<file path="config.mk">
export PLATFORM = sky130hd
export DESIGN_NAME = sort_result_reader
export DESIGN_NICKNAME = d
export VERILOG_FILES = /design/src/rtl/sort_pkg.sv /design/src/rtl/sort_skid_fifo.sv /design/src/rtl/sort_result_reader.sv
export SDC_FILE = /design/constraint.sdc
export NUM_CORES = 1
export LEC_CHECK = 0
export CELL_PAD_IN_SITES_DETAIL_PLACEMENT = 0
export CELL_PAD_IN_SITES_GLOBAL_PLACEMENT = 1
export CORE_UTILIZATION = 33
export DETAILED_ROUTE_END_ITERATION = 16
export PLACE_DENSITY = 0.8
export SLEW_MARGIN = 20
export SYNTH_ARGS = -nofsm -noshare
export SYNTH_HDL_FRONTEND = slang
export SYNTH_SLANG_ARGS = --single-unit
export TNS_END_PERCENT = 100
</file>
<file path="constraint.sdc">
create_clock -name clk -period 2.2 [get_ports clk]
set_input_delay 0.33 -clock clk [delete_from_list [all_inputs] [get_ports clk]]
set_output_delay 0.33 -clock clk [all_outputs]
set_load 0.05 [all_outputs]
</file>
<file path="src/rtl/sort_pkg.sv">
// Shared definitions for the heap sorter result path: default geometry,
// reader state encoding and the sort-order check used by reader and benches.
package sort_pkg;

  localparam int SORT_DEPTH = 16;
  localparam int SORT_AW    = 4;
  localparam int SORT_DW    = 8;

  typedef enum logic [1:0] {
    IDLE   = 2'd0,
    STREAM = 2'd1,
    FINISH = 2'd2
  } reader_state_t;

  // True when cur_b breaks the required order relative to prev_b.
  // Equal neighbours never count as a violation.
  function automatic logic order_violation(input logic [SORT_DW-1:0] prev_b,
                                           input logic [SORT_DW-1:0] cur_b,
                                           input logic               descend);
    logic bad;
    if (descend) begin
      bad = (cur_b > prev_b);
    end else begin
      bad = (cur_b < prev_b);
    end
    return bad;
  endfunction

endpackage

</file>
<file path="src/rtl/sort_skid_fifo.sv">
// Two-entry FIFO that absorbs RAM read data while the consumer stalls.
// The head entry is visible combinationally from the storage registers.
module sort_skid_fifo #(
  parameter int W = 9
) (
  input  logic         clk,
  input  logic         reset,
  input  logic         push_i,
  input  logic [W-1:0] push_data_i,
  input  logic         pop_i,
  output logic [1:0]   count_o,
  output logic [W-1:0] head_o
);

  logic [W-1:0] mem_q [2];
  logic [W-1:0] mem_d [2];
  logic         wr_ptr_q, wr_ptr_d;
  logic         rd_ptr_q, rd_ptr_d;
  logic [1:0]   count_q, count_d;
  logic         do_push_s, do_pop_s;

  // Next-state for storage, pointers and occupancy; a push into a full
  // FIFO is only honoured when the same cycle pops.
  always_comb begin
    mem_d     = mem_q;
    wr_ptr_d  = wr_ptr_q;
    rd_ptr_d  = rd_ptr_q;
    do_pop_s  = pop_i && (count_q != 2'd0);
    do_push_s = push_i && ((count_q != 2'd2) || do_pop_s);
    if (do_push_s) begin
      mem_d[wr_ptr_q] = push_data_i;
      wr_ptr_d        = ~wr_ptr_q;
    end else begin
      wr_ptr_d = wr_ptr_q;
    end
    if (do_pop_s) begin
      rd_ptr_d = ~rd_ptr_q;
    end else begin
      rd_ptr_d = rd_ptr_q;
    end
    count_d = count_q + {1'b0, do_push_s} - {1'b0, do_pop_s};
  end

  // FIFO state registers with synchronous clear.
  always_ff @(posedge clk) begin
    if (reset) begin
      mem_q[0] <= {W{1'b0}};
      mem_q[1] <= {W{1'b0}};
      wr_ptr_q <= 1'b0;
      rd_ptr_q <= 1'b0;
      count_q  <= 2'd0;
    end else begin
      mem_q    <= mem_d;
      wr_ptr_q <= wr_ptr_d;
      rd_ptr_q <= rd_ptr_d;
      count_q  <= count_d;
    end
  end

  assign count_o = count_q;
  assign head_o  = mem_q[rd_ptr_q];

endmodule

</file>
<file path="src/rtl/sort_result_reader.sv">
// Streams the sorted result RAM out on a valid/ready byte interface once the
// sorter reports completion, checking order and summing accepted bytes.
module sort_result_reader
  import sort_pkg::*;
#(
  parameter int DEPTH   = SORT_DEPTH,
  parameter int AW      = SORT_AW,
  parameter int DW      = SORT_DW,
  parameter int DESCEND = 0
) (
  input  logic             clk,
  input  logic             reset,
  input  logic             sort_done,
  output logic             RAM_rd,
  output logic [AW-1:0]    RAM_A,
  input  logic [DW-1:0]    RAM_Q,
  output logic             out_valid,
  output logic [DW-1:0]    out_data,
  output logic             out_last,
  input  logic             out_ready,
  output logic [DW+AW-1:0] sum,
  output logic             order_err,
  output logic             done
);

  localparam logic [AW:0]   DEPTH_C = (AW+1)'(DEPTH);
  localparam logic [AW-1:0] LAST_A  = AW'(DEPTH-1);

  reader_state_t     state_q, state_d;
  logic              armed_q, armed_d;
  logic [AW:0]       rd_cnt_q, rd_cnt_d;
  logic [AW:0]       snd_cnt_q, snd_cnt_d;
  logic              inflight_q, inflight_d;
  logic              inflight_last_q, inflight_last_d;
  logic [DW+AW-1:0]  sum_q, sum_d;
  logic              order_err_q, order_err_d;
  logic [DW-1:0]     prev_q, prev_d;

  logic [1:0]        fifo_count_s;
  logic [DW:0]       fifo_head_s;
  logic              fifo_valid_s;
  logic              hs_s;
  logic [1:0]        buffered_s;
  logic              rd_room_s;
  logic              rd_issue_s;
  logic [DW-1:0]     head_data_s;
  logic              head_last_s;

  sort_skid_fifo #(.W(DW+1)) u_fifo (
    .clk         (clk),
    .reset       (reset),
    .push_i      (inflight_q),
    .push_data_i ({inflight_last_q, RAM_Q}),
    .pop_i       (hs_s),
    .count_o     (fifo_count_s),
    .head_o      (fifo_head_s)
  );

  assign fifo_valid_s = (fifo_count_s != 2'd0);
  assign head_data_s  = fifo_head_s[DW-1:0];
  assign head_last_s  = fifo_head_s[DW];
  assign hs_s         = fifo_valid_s & out_ready;
  // Entries that stay buffered past this edge plus the read returning now
  // must leave a free slot for a read issued this cycle.
  assign buffered_s   = fifo_count_s - {1'b0, hs_s};
  assign rd_room_s    = (({1'b0, buffered_s} + {2'b00, inflight_q}) < 3'd2);
  assign rd_issue_s   = (state_q == STREAM) && (rd_cnt_q < DEPTH_C) && rd_room_s;

  // FSM next state, read/send counters, checksum and order check.
  always_comb begin
    state_d         = state_q;
    armed_d         = armed_q;
    rd_cnt_d        = rd_cnt_q;
    snd_cnt_d       = snd_cnt_q;
    sum_d           = sum_q;
    order_err_d     = order_err_q;
    prev_d          = prev_q;
    inflight_d      = rd_issue_s;
    inflight_last_d = rd_issue_s && (rd_cnt_q[AW-1:0] == LAST_A);
    case (state_q)
      IDLE: begin
        if (sort_done && armed_q) begin
          state_d     = STREAM;
          armed_d     = 1'b0;
          rd_cnt_d    = {(AW+1){1'b0}};
          snd_cnt_d   = {(AW+1){1'b0}};
          sum_d       = {(DW+AW){1'b0}};
          order_err_d = 1'b0;
        end else begin
          state_d = IDLE;
        end
      end
      STREAM: begin
        if (rd_issue_s) begin
          rd_cnt_d = rd_cnt_q + (AW+1)'(1);
        end else begin
          rd_cnt_d = rd_cnt_q;
        end
        if (hs_s) begin
          sum_d     = sum_q + {{AW{1'b0}}, head_data_s};
          prev_d    = head_data_s;
          snd_cnt_d = snd_cnt_q + (AW+1)'(1);
          if ((snd_cnt_q != {(AW+1){1'b0}}) &&
              order_violation(prev_q, head_data_s, DESCEND != 0)) begin
            order_err_d = 1'b1;
          end else begin
            order_err_d = order_err_q;
          end
          if (head_last_s) begin
            state_d = FINISH;
          end else begin
            state_d = STREAM;
          end
        end else begin
          state_d = STREAM;
        end
      end
      FINISH: begin
        if (!sort_done) begin
          state_d = IDLE;
          armed_d = 1'b1;
        end else begin
          state_d = FINISH;
        end
      end
      default: begin
        state_d = IDLE;
      end
    endcase
  end

  // State registers; reset also drops any read still in flight.
  always_ff @(posedge clk) begin
    if (reset) begin
      state_q         <= IDLE;
      armed_q         <= 1'b1;
      rd_cnt_q        <= {(AW+1){1'b0}};
      snd_cnt_q       <= {(AW+1){1'b0}};
      inflight_q      <= 1'b0;
      inflight_last_q <= 1'b0;
      sum_q           <= {(DW+AW){1'b0}};
      order_err_q     <= 1'b0;
      prev_q          <= {DW{1'b0}};
    end else begin
      state_q         <= state_d;
      armed_q         <= armed_d;
      rd_cnt_q        <= rd_cnt_d;
      snd_cnt_q       <= snd_cnt_d;
      inflight_q      <= inflight_d;
      inflight_last_q <= inflight_last_d;
      sum_q           <= sum_d;
      order_err_q     <= order_err_d;
      prev_q          <= prev_d;
    end
  end

  assign RAM_rd    = rd_issue_s;
  assign RAM_A     = rd_cnt_q[AW-1:0];
  assign out_valid = fifo_valid_s;
  assign out_data  = fifo_valid_s ? head_data_s : {DW{1'b0}};
  assign out_last  = fifo_valid_s & head_last_s;
  assign sum       = sum_q;
  assign order_err = order_err_q;
  assign done      = (state_q == FINISH);

endmodule

</file>
==> metrics.md <==
| Metric | Value |
|---|---|
| Area used by multi-input combinational logic | `1850 um^2` |
| Clock Sinks | `58` |
| Remaining max-slew budget at the tightest pin | `0.369` |
| Delay-heaviest family, CP | `compound AO/OA/AOI/OAI gates` |
| Share of the yosys chip area belonging to registers | `0.373` |
| Highest cell delay on the worst timing path | `0.35 ns` |
| Drt wl/cell | `14.4 um` |
| Layout Nets | `467` |
| Filler cells | `900` |
| TritonCTS clock tree | `yes` |
| Total Die Area | `9820 um^2` |
| Worst Path Arrival | `1.79 ns` |
| CTS Buffer Depth | `2` |
| Global Route Usage Sum | `0.169` |
| Unrepaired setup endpoints after global routing | `yes` |
| CTS clk-pin slew, worst paths | `0.07 ns` |
| Worst Hold Launch | `u_fifo.mem_q[8]` |
| Insertion delay of the later-clocked pin in the worst-skew pair | `0.34 ns` |
| Critical path buffers and inverters | `4` |
| Via-to-Cell Ratio | `5.22` |
| Count of flip-flops with a built-in enable after synthesis | `0` |
| Starting utilization of the core area | `0.338` |
| Final setup violation count | `0` |
| Router iterations before antenna repair | `5` |
| Number of cells on the worst reg-to-reg path | `9` |
| TritonCTS buffer count | `9` |
| Post-Syn Area per Cell | `8.43 um^2` |
| Worst hold margin | `0.461 ns` |
| CTS hold repair buffers | `0` |
| Unique cell type count in the Yosys netlist | `51` |
| Static leakage power | `1.60 nW` |
| Worst R2R Start | `u_fifo.rd_ptr_q` |
| Cell area after technology mapping | `3110 um^2` |
| Highest ir drop seen on vdd | `0.333 mV` |
| Max-cap viol count | `0` |
| Number of cells in the finished layout apart from fillers | `550` |
| Type of the tightest min-delay check | `reg2reg` |
| Total of flip-flops plus latches after synthesis | `58` |
| Hold Path Sink | `u_fifo.mem_q[8]` |
| Leading register cell type out of synthesis | `sky130_fd_sc_hd__dfxtp_1` |
| Synth-to-Final Area Change | `36.6%` |
| Die Span Y | `99.1 um` |
| Endpoint type of the worst setup path | `primary output` |
| Sum of net half-perimeters after detailed placement | `5740 um` |
| Antenna diodes | `0` |
| Flip-flop and latch area | `1170 um^2` |
| Fraction of layout instances using a drive strength above 1 | `0.200` |
| Share of the clock period used by the worst path | `0.964` |
| Final wirelength | `7910 um` |
| Number of port buffers | `40` |
| Hold Fails Final Rpt | `0` |
| Cell-by-cell trace of the critical path | `o21ai_4, inv_2, ha_4, inv_2, a2111oi_4, buf_6, buf_12` |
| Global-route wire length before repair | `13300 um` |
| Chip width | `99.1 um` |
| Status | `complete, no violations` |
| Worst flop-to-flop path endpoint | `sum[7]` |
| Pre-CTS setup slack | `-0.0446 ns` |
| Detailed-route via count | `2873` |
| Global-route congestion overflow total | `0` |
| Via count of the first global-routing pass | `2900` |
| Number of instances in the synthesized netlist | `369` |
| CP startpoint kind | `flip-flop` |
| Final estimated routing congestion in global placement | `0.820` |
| CTS H-tree depth | `3` |
| PwrDens | `755 nW/um^2` |
| Final Skew | `0.00722 ns` |
| Antenna violations before repair | `0` |
| Drt initial violations | `78` |
| Most frequent cell on the critical path | `sky130_fd_sc_hd__inv_2` |
| Count of antenna-violating nets left after detailed routing | `0` |
| Worst Path Required | `1.87 ns` |
| Worst reg2reg setup slack | `0.09 ns` |
| Async SR Flop Fraction | `0` |
| Path type of the worst setup path | `reg2out` |
| Clock root buffer | `sky130_fd_sc_hd__clkbuf_8` |
| Number of instances on the worst hold path | `2` |
| Synthesis Warnings | `0` |
| Time the final worst path needs with I/O delays and setup | `2.12 ns` |
| Final worst setup slack | `0.0790 ns` |
| Pin count of the biggest net entering global routing | `46` |
| Slew @ Worst Pin | `0.943 ns` |
| Final Slew Violations | `0` |
| Peak clock frequency supported by timing | `471 MHz` |
| Std-Cell Core Area | `9200 um^2` |
| Number of rows in the core area | `35` |
| Critical path fanouts, max | `4` |
| Number of ports placed on the die boundary | `41` |
| Synthesized Nets | `402` |
| Placed instance count | `533` |
| CP max stage cell | `sky130_fd_sc_hd__dfxtp_2` |
| DRC viols | `0` |
## per-layer routing
metal	GRT usage	up-vias	share of wire	routed length, um
met1	0.206	1359	0.44	3500
met5	0	-	0	0
met4	0.0588	0	0.016	127
met3	0.0436	13	0.040	313
met2	0.291	59	0.50	3970
li1	-	1442	-	-
## worst min-delay path, stage by stage (launching register included)
cell                      delay [ns]
sky130_fd_sc_hd__dfxtp_1        0.31
sky130_fd_sc_hd__nand2_1        0.05
sky130_fd_sc_hd__a21oi_1        0.06
## cell families after synthesis
family | count (synthesis) | synth area share
xor+xnor | 7 | 0.0197
flops | 58 | 0.373
fa+ha+maj | 21 | 0.0869
simple gates | 130 | 0.204
compound gates | 84 | 0.184
mux | 21 | 0.0676
buf+inv | 48 | 0.0651
## cell usage in the layout, fill, tap and decap left out, types with 5 or more instances in the layout
master,n
sky130_fd_sc_hd__nor2_1,44
sky130_fd_sc_hd__a21oi_1,30
sky130_fd_sc_hd__clkdlybuf4s50_1,27
sky130_fd_sc_hd__inv_2,5
sky130_fd_sc_hd__nand2_1,25
sky130_fd_sc_hd__clkbuf_8,9
sky130_fd_sc_hd__inv_1,24
sky130_fd_sc_hd__xnor2_1,5
sky130_fd_sc_hd__o2111ai_1,5
sky130_fd_sc_hd__nand3_1,24
sky130_fd_sc_hd__a211oi_1,9
sky130_fd_sc_hd__ha_1,16
sky130_fd_sc_hd__mux2i_1,16
sky130_fd_sc_hd__o21ai_0,8
sky130_fd_sc_hd__buf_12,11
sky130_fd_sc_hd__dfxtp_1,55
sky130_fd_sc_hd__buf_4,32
## sequential cells by signal, indices dropped and copies added (netlist names), 2 cells and up
signal / count
prev_q: 8
rd_cnt_q: 5
snd_cnt_q: 5
state_q: 2
sum: 12
u_fifo.count_o: 2
u_fifo.mem_q: 18
## cell usage after synthesis, drive strengths merged (3+ instances only)
master   instances  area, um^2
nor4             3        18.8
buf             12        67.6
xnor2            5        43.8
nand2           25        93.8
nor2b            3        18.8
dfxtp           58        1160
nand3           24         120
mux2i           21         210
or3              4        25.0
o21a             4        30.0
clkbuf           7        26.3
a211oi          11        82.6
inv             29         109
a21oi           31         155
nand4            4        25.0
a2111oi          3        45.1
o211ai           4        30.0
nor3             4        20.0
o21ai           11        58.8
ha              20         250
nor2            44         165
o31ai            3        22.5
o2111ai          5        43.8
nand2b           3        18.8
nand3b           4        30.0
## metrics by stage
step | total power, mW | cell area (um^2) | TNS, ns | utilization
after CTS | 3.21 | 4170 | -0.00567 | 0.453
final | 3.21 | 4250 | 0 | 0.462
after floorplan | 1.75 | 3140 | -0.162 | -
after detailed placement | 2.09 | 3930 | -0.0782 | 0.427
after global routing | 3.37 | 4250 | -0.0130 | 0.462
after global placement | 2.07 | 3930 | -0.0250 | 0.427
## cell type report
| type | instances | share of cell area |
|---|---|---|
| multi-input cells | 263 | 0.435 |
| repair buffers | 73 | 0.181 |
| clock inverters | 7 | 0.0221 |
| inverters | 29 | 0.0256 |
| clock buffers | 9 | 0.0292 |
| flip-flops and latches | 58 | 0.275 |
| well taps | 111 | 0.0327 |
## repair_timing
item	4_1_cts	5_1_grt
buffers inserted	1	0
gates resized for setup	3	23
pin swaps	0	2
endpoints found under the setup margin	2	10
## worst max path at each step
stage               cells after the start  slack (ns)         startpoint          end
detailed placement                      8       -0.04          out_ready       RAM_rd
finish                                  7        0.08  u_fifo.count_o[1]       RAM_rd
global placement                        8       -0.01          out_ready       RAM_rd
floorplan                               7       -0.09  u_fifo.count_o[1]  rd_cnt_q[3]
global route                            7       -0.01  u_fifo.count_o[1]       RAM_rd
CTS                                     9      -0.004    u_fifo.rd_ptr_q       sum[7]
## power breakdown
part           leakage [nW]  switching [mW]  internal (mW)  total, mW
sequential            0.471          0.0774           1.12       1.20
clock                 0.105           0.457          0.635       1.09
combinational          1.03           0.499          0.419      0.917
total                  1.60            1.03           2.18       3.21
Power figures use the tool's default switching activity.
